--- src/rtl/bsg_tag_trace_sender.sv ---
// Serialises bsg_tag packets and master-reset bursts onto a tag master data/enable pair.
// Optional packet counter output pkts_sent_o is enabled by defining BSG_TAG_TRACE_SENDER_COUNT_EN.
module bsg_tag_trace_sender #(
  parameter int els_p               = 4,
  parameter int lg_width_p          = 4,
  parameter int max_payload_width_p = 9,
  parameter int reset_len_p         = 16,
  parameter int gap_p               = 2,
  localparam int lg_els             = (els_p > 1) ? $clog2(els_p) : 1
) (
  input  logic                           clk_i,
  input  logic                           reset_i,
  input  logic                           v_i,
  output logic                           ready_o,
  input  logic [lg_els-1:0]              node_id_i,
  input  logic                           data_not_reset_i,
  input  logic [lg_width_p-1:0]          len_i,
  input  logic [max_payload_width_p-1:0] payload_i,
  input  logic                           master_reset_i,
  output logic                           tag_data_o,
  output logic                           tag_en_o,
  output logic                           err_o
`ifdef BSG_TAG_TRACE_SENDER_COUNT_EN
  , output logic [15:0]                  pkts_sent_o
`endif
);

  function automatic int max2(input int a, input int b);
    return (a > b) ? a : b;
  endfunction

  localparam int cnt_max_lp = max2(max2(max2(lg_els, lg_width_p), max2(max_payload_width_p, reset_len_p)), gap_p);
  localparam int cnt_w_lp   = $clog2(cnt_max_lp + 1);

  typedef enum logic [2:0] {IDLE, MRST, START, ID, DNR, LEN, PAYLOAD, GAP} state_e;

  state_e                         state_r, state_n;
  logic [cnt_w_lp-1:0]            cnt_r, cnt_n;
  logic [lg_els-1:0]              node_r;
  logic                           dnr_r;
  logic [lg_width_p-1:0]          len_r;
  logic [max_payload_width_p-1:0] payload_r;
  logic                           err_r;
  logic                           data_n;
  logic                           accept;
  logic                           done;
  logic                           len_over;
  logic [lg_width_p-1:0]          len_clamped;

  assign ready_o = (state_r == IDLE);
  assign err_o   = err_r;

  // Lengths beyond the payload register are clamped so the length field matches the bits actually sent
  assign len_over    = int'(len_i) > max_payload_width_p;
  assign len_clamped = len_over ? lg_width_p'(max_payload_width_p) : len_i;

  always_comb begin
    state_n = state_r;
    cnt_n   = cnt_r + 1'b1;
    accept  = 1'b0;
    done    = 1'b0;
    unique case (state_r)
      IDLE: begin
        cnt_n = '0;
        if (master_reset_i) state_n = MRST;
        else if (v_i) begin
          state_n = START;
          accept  = 1'b1;
        end
      end
      MRST: if (cnt_r == cnt_w_lp'(reset_len_p - 1)) begin
        state_n = GAP;
        cnt_n   = '0;
      end
      START: begin
        state_n = ID;
        cnt_n   = '0;
      end
      ID: if (cnt_r == cnt_w_lp'(lg_els - 1)) begin
        state_n = DNR;
        cnt_n   = '0;
      end
      DNR: begin
        state_n = LEN;
        cnt_n   = '0;
      end
      LEN: if (cnt_r == cnt_w_lp'(lg_width_p - 1)) begin
        state_n = (len_r == '0) ? GAP : PAYLOAD;
        cnt_n   = '0;
      end
      PAYLOAD: if (cnt_r == cnt_w_lp'(len_r) - 1'b1) begin
        state_n = GAP;
        cnt_n   = '0;
      end
      GAP: if (cnt_r == cnt_w_lp'(gap_p - 1)) begin
        state_n = IDLE;
        cnt_n   = '0;
        done    = 1'b1;
      end
      default: begin
        state_n = IDLE;
        cnt_n   = '0;
      end
    endcase

    // The output register carries the bit belonging to the state being entered
    unique case (state_n)
      MRST, START: data_n = 1'b1;
      ID:          data_n = 1'(node_r >> cnt_n);
      DNR:         data_n = dnr_r;
      LEN:         data_n = 1'(len_r >> cnt_n);
      PAYLOAD:     data_n = 1'(payload_r >> cnt_n);
      default:     data_n = 1'b0;
    endcase
  end

  always_ff @(posedge clk_i) begin
    if (reset_i) begin
      state_r    <= IDLE;
      cnt_r      <= '0;
      tag_data_o <= 1'b0;
      tag_en_o   <= 1'b0;
      err_r      <= 1'b0;
    end else begin
      state_r    <= state_n;
      cnt_r      <= cnt_n;
      tag_data_o <= data_n;
      tag_en_o   <= (state_n != IDLE);
      if (accept && len_over) err_r <= 1'b1;
    end
  end

  always_ff @(posedge clk_i) begin
    if (accept) begin
      node_r    <= node_id_i;
      dnr_r     <= data_not_reset_i;
      len_r     <= len_clamped;
      payload_r <= payload_i;
    end
  end

`ifdef BSG_TAG_TRACE_SENDER_COUNT_EN
  always_ff @(posedge clk_i) begin
    if (reset_i)   pkts_sent_o <= '0;
    else if (done) pkts_sent_o <= pkts_sent_o + 16'd1;
  end
`else
  logic unused_done;
  assign unused_done = done;
`endif

endmodule

--- config.mk ---
export PLATFORM = sky130hd
export DESIGN_NAME = bsg_tag_trace_sender
export DESIGN_NICKNAME = d
export VERILOG_FILES = /design/src/rtl/bsg_tag_trace_sender.sv
export SDC_FILE = /design/constraint.sdc
export NUM_CORES = 1
export LEC_CHECK = 0
export BUFFER_PORTS_ARGS = -buffer_cell sky130_fd_sc_hd__buf_2
export CAP_MARGIN = 20
export CORE_MARGIN = 2
export CORE_UTILIZATION = 35
export CTS_CLUSTER_SIZE = 20
export DETAILED_ROUTE_END_ITERATION = 8
export HOLD_SLACK_MARGIN = 0.08
export PLACE_DENSITY = 0.52
export SYNTH_ARGS = -nofsm -noshare
export SYNTH_HDL_FRONTEND = slang
export SYNTH_SLANG_ARGS = --single-unit
--- constraint.sdc ---
create_clock -name clk_i -period 4.75 [get_ports clk_i]
set_clock_uncertainty 0.1 [all_clocks]
set_input_delay 0.475 -clock clk_i [delete_from_list [all_inputs] [get_ports clk_i]]
set_output_delay 0.475 -clock clk_i [all_outputs]
set_load 0.01 [all_outputs]
==> results of run 1 <==
flip-flops by register name (all words and copies together), names as in the netlist:
signal / flops
state_r: 3
payload_r: 9
len_r: 4
node_r: 2
dnr_r: 1
tag_en_o: 1
cnt_r: 5
err_o: 1
tag_data_o: 1
worst min-delay path by stage:
stage	depth (start not counted)	endpoint	start
2_1_floorplan	2	err_o	err_o
3_3_place_gp	2	err_o	err_o
3_5_place_dp	2	err_o	err_o
4_1_cts	1	payload_r[7]	payload_i[7]
5_1_grt	1	payload_r[6]	payload_i[6]
6_report	1	payload_r[7]	payload_i[7]
final cells by class:
class	count	area share, %
Clock buffer	4	2.53
Inverter	7	1.47
Multi-Input combinational cell	116	46.2
Sequential cell	27	39.3
Tap cell	52	3.65
Timing Repair Buffer	24	6.88
routing by layer:
metal / share of wire, % / up-vias
li1: - / 611
met1: 45 / 563
met2: 49 / 33
met3: 3.4 / 9
met4: 2.7 / 0
met5: 0 / -
cell usage after synthesis, drive strengths merged (3+ instances only):
cell type / number
a21oi: 7
buf: 4
clkbuf: 4
dfxtp: 11
edfxtp: 16
ha: 5
inv: 7
mux2i: 8
nand2: 11
nand2b: 8
nand3: 9
nor2: 19
nor3: 4
nor3b: 3
or2: 3
xor2: 5
per-stage QoR:
| step | hold slack, ps | setup slack, ps | instances |
|---|---|---|---|
| after floorplan | 402 | 1860 | 158 |
| after global placement | 345 | 1420 | 226 |
| after detailed placement | 369 | 1260 | 226 |
| after CTS | 265 | 1230 | 230 |
| after global routing | 252 | 999 | 230 |
| final | 268 | 1250 | 230 |
critical path, delay by kind of cell (launching register included):
family	cells	cell delay (ps)
DFF	1	640
and+or+nand+nor	3	850
AOI/OAI and AO/OA	4	980
muxes	1	560
adders and majority gates	1	280
power breakdown:
part	leakage, nW	internal [mW]	switching (mW)
logic	0.421	0.0626	0.0683
registers	0.237	0.265	0.0197
clock network	0.0228	0.0601	0.0701
cells by family (layout without fill, tap and decap cells):
kind of cell	after synthesis	count (layout)	synth area share, %
AO/OA/AOI/OAI	27	27	14.5
adder cells (fa/ha/maj)	5	5	3.93
multiplexers	9	9	6.45
AND/OR/NAND/NOR	68	68	22.6
buffers and inverters	15	35	4.64
XOR/XNOR	7	7	3.85
flip-flops	27	27	44.0
==> reports/summary.txt, run 1 <==
status - complete, no violations
Die X - 71.4 µm
RSZ-0062 raised after global routing - no
post-route cell area - 0.00178 mm²
Root Buffer - clkbuf_8
initial drt markers - 65
CTS Buf Count - 3
Layout Nets - 204
EDFF count, synth - 16
Clock Tree Buf Depth - 2
Boundary Pins - 24
WP data arrival - 3590 ps
min Tclk post-route - 3500 ps
Worst VDD drop - 127 µV
post-synth top area cell - edfxtp_1
worst reg-to-reg setup slack - 1250 ps
post-route setup TNS - 0 ps
GR peak layer - met2
Final setup viols - 0
Remaining DRCs - 0
CP peak stage delay - 640 ps
post-CTS setup buffer count - 0
pwr dens - 306 mW/mm²
met1 Usage GRT - 18.3%
core area - 0.00435 mm²
Seq/Total Area, Yosys - 44.0%
GRT Total Usage - 14.2%
Die ar. - 0.00510 mm²
most frequent cells in the layout - 23 x buf_2, 19 x nor2_1, 16 x edfxtp_1
Cells after Synth - 158
WL/cell - 14.3 µm
Yosys cell types - 44
CP endpoint kind - flip-flop
gr ovfl total - 0
CP Max Fanout - 12
multi-input logic area - 823 µm²
first-pass GRT wire length - 5.67 mm
pin count of the biggest net entering global routing - 19
Initial Utilization - 36.6%
Setup crit start kind - flip-flop
slew margin rel. - 65.3%
top post-synthesis cells by area - edfxtp_1 30%, dfxtp_1 14%, mux2i_1 5.0%, nor2_1 4.5%, ha_1 3.9%
Final Hold Violating Endpoints - 0
syn_nets - 183
critical path, cell by cell - ha_1 -> nor4b_4 -> o21ai_0 -> o221a_2 -> a21oi_2 -> mux4_2 -> or4_1 -> and3_1 -> o41ai_2
Main synth FF type - edfxtp_1
clk slew on worst S/H paths - 90 ps
CP Launch Point - cnt_r[0]
row cnt - 24
fmax - 0.285 GHz
grt met3 use - 2.11%
initial antenna violation count - 0
slew at the pin closest to its max-slew limit - 521 ps
total power draw - 0.546 mW
dpl cell area - 0.00174 mm²
Fillers - 423
post-CTS resize count - 0
DIE HEIGHT - 71.4 µm
# hold bufs at CTS - 0
Yosys top cell area share - 30.2%
critical path's slowest cell - dfxtp_1
Hold/Removal Path Class - in -> reg
met2 Track Usage GR - 24.3%
diodes inserted - 0
Pins Over Slew Limit - 0
syn_area_per_cell - 10.1 µm²
share of layout cells above drive strength 1 - 21.9%
number of max-cap violations - 0
IO Port Bufs - 23
RR Endpoint - tag_data_o
Clock Latency Late Sink - 270 ps
1st-pass router iterations - 4
Async SR Flop Fraction - 0%
Final Util - 40.9%
via/cell ratio - 5.29
antenna viol nets, final - 0
worst r2r path cells - 9
clock sink count - 27
CTS tree - yes
Synth Register Bits - 27
netlist area before placement - 0.00159 mm²
required time of the critical path - 4830 ps
P&R area growth vs syn - 12.0%
most common cell after layout, fill and taps aside - buf_2
vias in the first global route - 1,192
dpl hpwl - 2.53 mm
GPL Wtd Cong - 0.907
CTS H-tree lvls - 1
synthesis warning total - 0
Vias - 1,216
DRT Wirelength - 3.28 mm
worst setup path class - reg -> reg
crit path to - tag_data_o
FF/Latch Area - 701 µm²
Tcrit/Tclk final - 73.8%
origin of the critical flop-to-flop path - cnt_r[0]
leak pwr - 0.681 nW
Note: power is estimated with default switching activity, not from simulation.
==> run 2: changes to the inputs <==
PLACE_DENSITY = 0.54   (was 0.52)
clock period = 3.2 ns   (was 4.75 ns; I/O delays follow)
==> reports/summary.txt, run 2 (synthesized netlist as in run 1, its figures left out) <==
status - complete, no violations
CP Max Fanout - 5 (-7)
RSZ-0062 raised after global routing - no
worst setup path class - reg -> reg
worst reg-to-reg setup slack - 220 ps (-1020 ps)
CTS H-tree lvls - 1 (unchanged)
fmax - 0.336 GHz (+18%)
GR peak layer - met2
Tcrit/Tclk final - 93.0% (+19 points)
1st-pass router iterations - 4 (unchanged)
Fillers - 418 (-1.2%)
min Tclk post-route - 2980 ps (-526 ps)
first-pass GRT wire length - 5.71 mm (+0.74%)
crit path to - tag_data_o
CTS Buf Count - 3 (unchanged)
post-route setup TNS - 0 ps (unchanged)
GPL Wtd Cong - 0.826 (-8.9%)
diodes inserted - 0 (unchanged)
Die ar. - 0.00510 mm² (unchanged)
most frequent cells in the layout - 23 x buf_2, 19 x nor2_1, 16 x edfxtp_1
# hold bufs at CTS - 0 (unchanged)
Root Buffer - clkbuf_8
post-CTS resize count - 0 (unchanged)
grt met3 use - 2.39% (+0.28 points)
WP data arrival - 3060 ps (-530 ps)
slew at the pin closest to its max-slew limit - 507 ps (-14.1 ps)
Hold/Removal Path Class - in -> reg
dpl cell area - 0.00177 mm² (+1.7%)
leak pwr - 0.710 nW (+4.3%)
DRT Wirelength - 3.25 mm (-1.2%)
most common cell after layout, fill and taps aside - buf_2
pin count of the biggest net entering global routing - 19 (unchanged)
gr ovfl total - 0 (unchanged)
Final Hold Violating Endpoints - 0 (unchanged)
Clock Latency Late Sink - 270 ps (about the same)
Biggest register - payload_r
Die X - 71.4 µm (unchanged)
WL/cell - 13.8 µm (-3.3%)
vias in the first global route - 1,295 (+8.6%)
row cnt - 24 (unchanged)
post-route cell area - 0.00184 mm² (+3.2%)
IO Port Bufs - 23 (unchanged)
CTS tree - yes
slew margin rel. - 66.2% (+0.90 points)
met2 Track Usage GR - 23.1% (-1.1 points)
DIE HEIGHT - 71.4 µm (unchanged)
dpl hpwl - 2.48 mm (-2.3%)
Vias - 1,248 (+2.6%)
origin of the critical flop-to-flop path - cnt_r[1]
RR Endpoint - tag_data_o
Clock Tree Buf Depth - 2 (unchanged)
CP Launch Point - cnt_r[1]
Remaining DRCs - 0 (unchanged)
share of layout cells above drive strength 1 - 26.2% (+4.3 points)
Non-Filler Instances - 235 (+2.2%)
met1 Usage GRT - 17.9% (-0.36 points)
Initial Utilization - 36.6% (unchanged)
clk slew on worst S/H paths - 90 ps (about the same)
pwr dens - 447 mW/mm² (+46%)
number of max-cap violations - 0 (unchanged)
CP peak stage delay - 440 ps (-200 ps)
initial drt markers - 29 (-55%)
clock sink count - 27 (unchanged)
Boundary Pins - 24 (unchanged)
hold_ws - 116 ps (-152 ps)
critical path, cell by cell - ha_1 -> nand3_1 -> inv_1 -> ha_1 -> nand2b_1 -> a21oi_2 -> a221oi_2 -> nand2b_1 -> mux4_2 -> or4_1 -> and3_1 -> o41ai_2
Buf+Inv Stages, Crit Path - 1 (+1)
Placed Instances - 230 (+1.8%)
critical path's top delay family - simple AND/OR/NAND/NOR gates
Largest regs - payload_r: 9 flops, cnt_r: 5 flops, len_r: 4 flops
total power draw - 0.821 mW (+50%)
core area - 0.00435 mm² (unchanged)
post-CTS setup buffer count - 0 (unchanged)
GRT Total Usage - 13.8% (-0.38 points)
worst r2r path cells - 12 (+3)
Setup crit start kind - flip-flop
max reg flops - 9 (unchanged)
required time of the critical path - 3280 ps (-1550 ps)
Worst VDD drop - 185 µV (+45%)
antenna viol nets, final - 0 (unchanged)
P&R area growth vs syn - 15.6%
CP endpoint kind - flip-flop
Pins Over Slew Limit - 0 (unchanged)
critical path's slowest cell - mux4_2
initial antenna violation count - 0 (unchanged)
Layout Nets - 209 (+2.5%)
via/cell ratio - 5.31 (+0.45%)
cell depth of the worst setup path - 12 (+3)
Final setup viols - 0 (unchanged)
run 2: routing by layer:
| metal | wire, µm | up-vias |
|---|---|---|
| met5 | 0 | - |
| met4 | 70 | 0 |
| met3 | 140 | 7 |
| met2 | 1560 | 30 |
| met1 | 1480 | 582 |
| li1 | - | 629 |
run 2: how the worst min path moves through the flow:
stage                                 from      endpoint  slack, ps  cells after the start
after floorplan           data_not_reset_i         dnr_r        320                      0
after global placement               err_o         err_o        350                      2
after detailed placement             err_o         err_o        400                      2
after CTS                     payload_i[1]  payload_r[1]        110                      1
after global routing          node_id_i[1]     node_r[1]        100                      1
final                         payload_i[4]  payload_r[4]        120                      1
run 2: where the power goes:
part,internal [mW],switching (mW),leakage [nW]
logic,0.103,0.113,0.447
registers,0.393,0.0226,0.238
clock network,0.0873,0.102,0.0255
run 2: metrics by stage:
step | util (%) | worst slack (ps)
floorplan | - | 320
global placement | 40.6 | 223
detailed placement | 40.6 | 168
CTS | 41.7 | 154
global route | 42.2 | 36.9
finish | 42.2 | 223
run 2: worst register-to-register path, cell delays in order, from the launching register on:
cell	delay [ps]
dfxtp_1	400
ha_1	230
nand3_1	110
inv_1	80
ha_1	170
nand2b_1	80
a21oi_2	240
a221oi_2	150
nand2b_1	170
mux4_2	440
or4_1	390
and3_1	160
o41ai_2	180
run 2: area by class of cell:
cell class                 instances  area, µm²  area share (%)
tap                               52       65.1            3.54
timing repair buffer              28        153            8.30
multi-input combinational        117        847            46.1
inverter                           7       26.3            1.43
sequential                        27        702            38.2
clock inverter                     1       5.00           0.272
clock buffer                       3       41.3            2.24
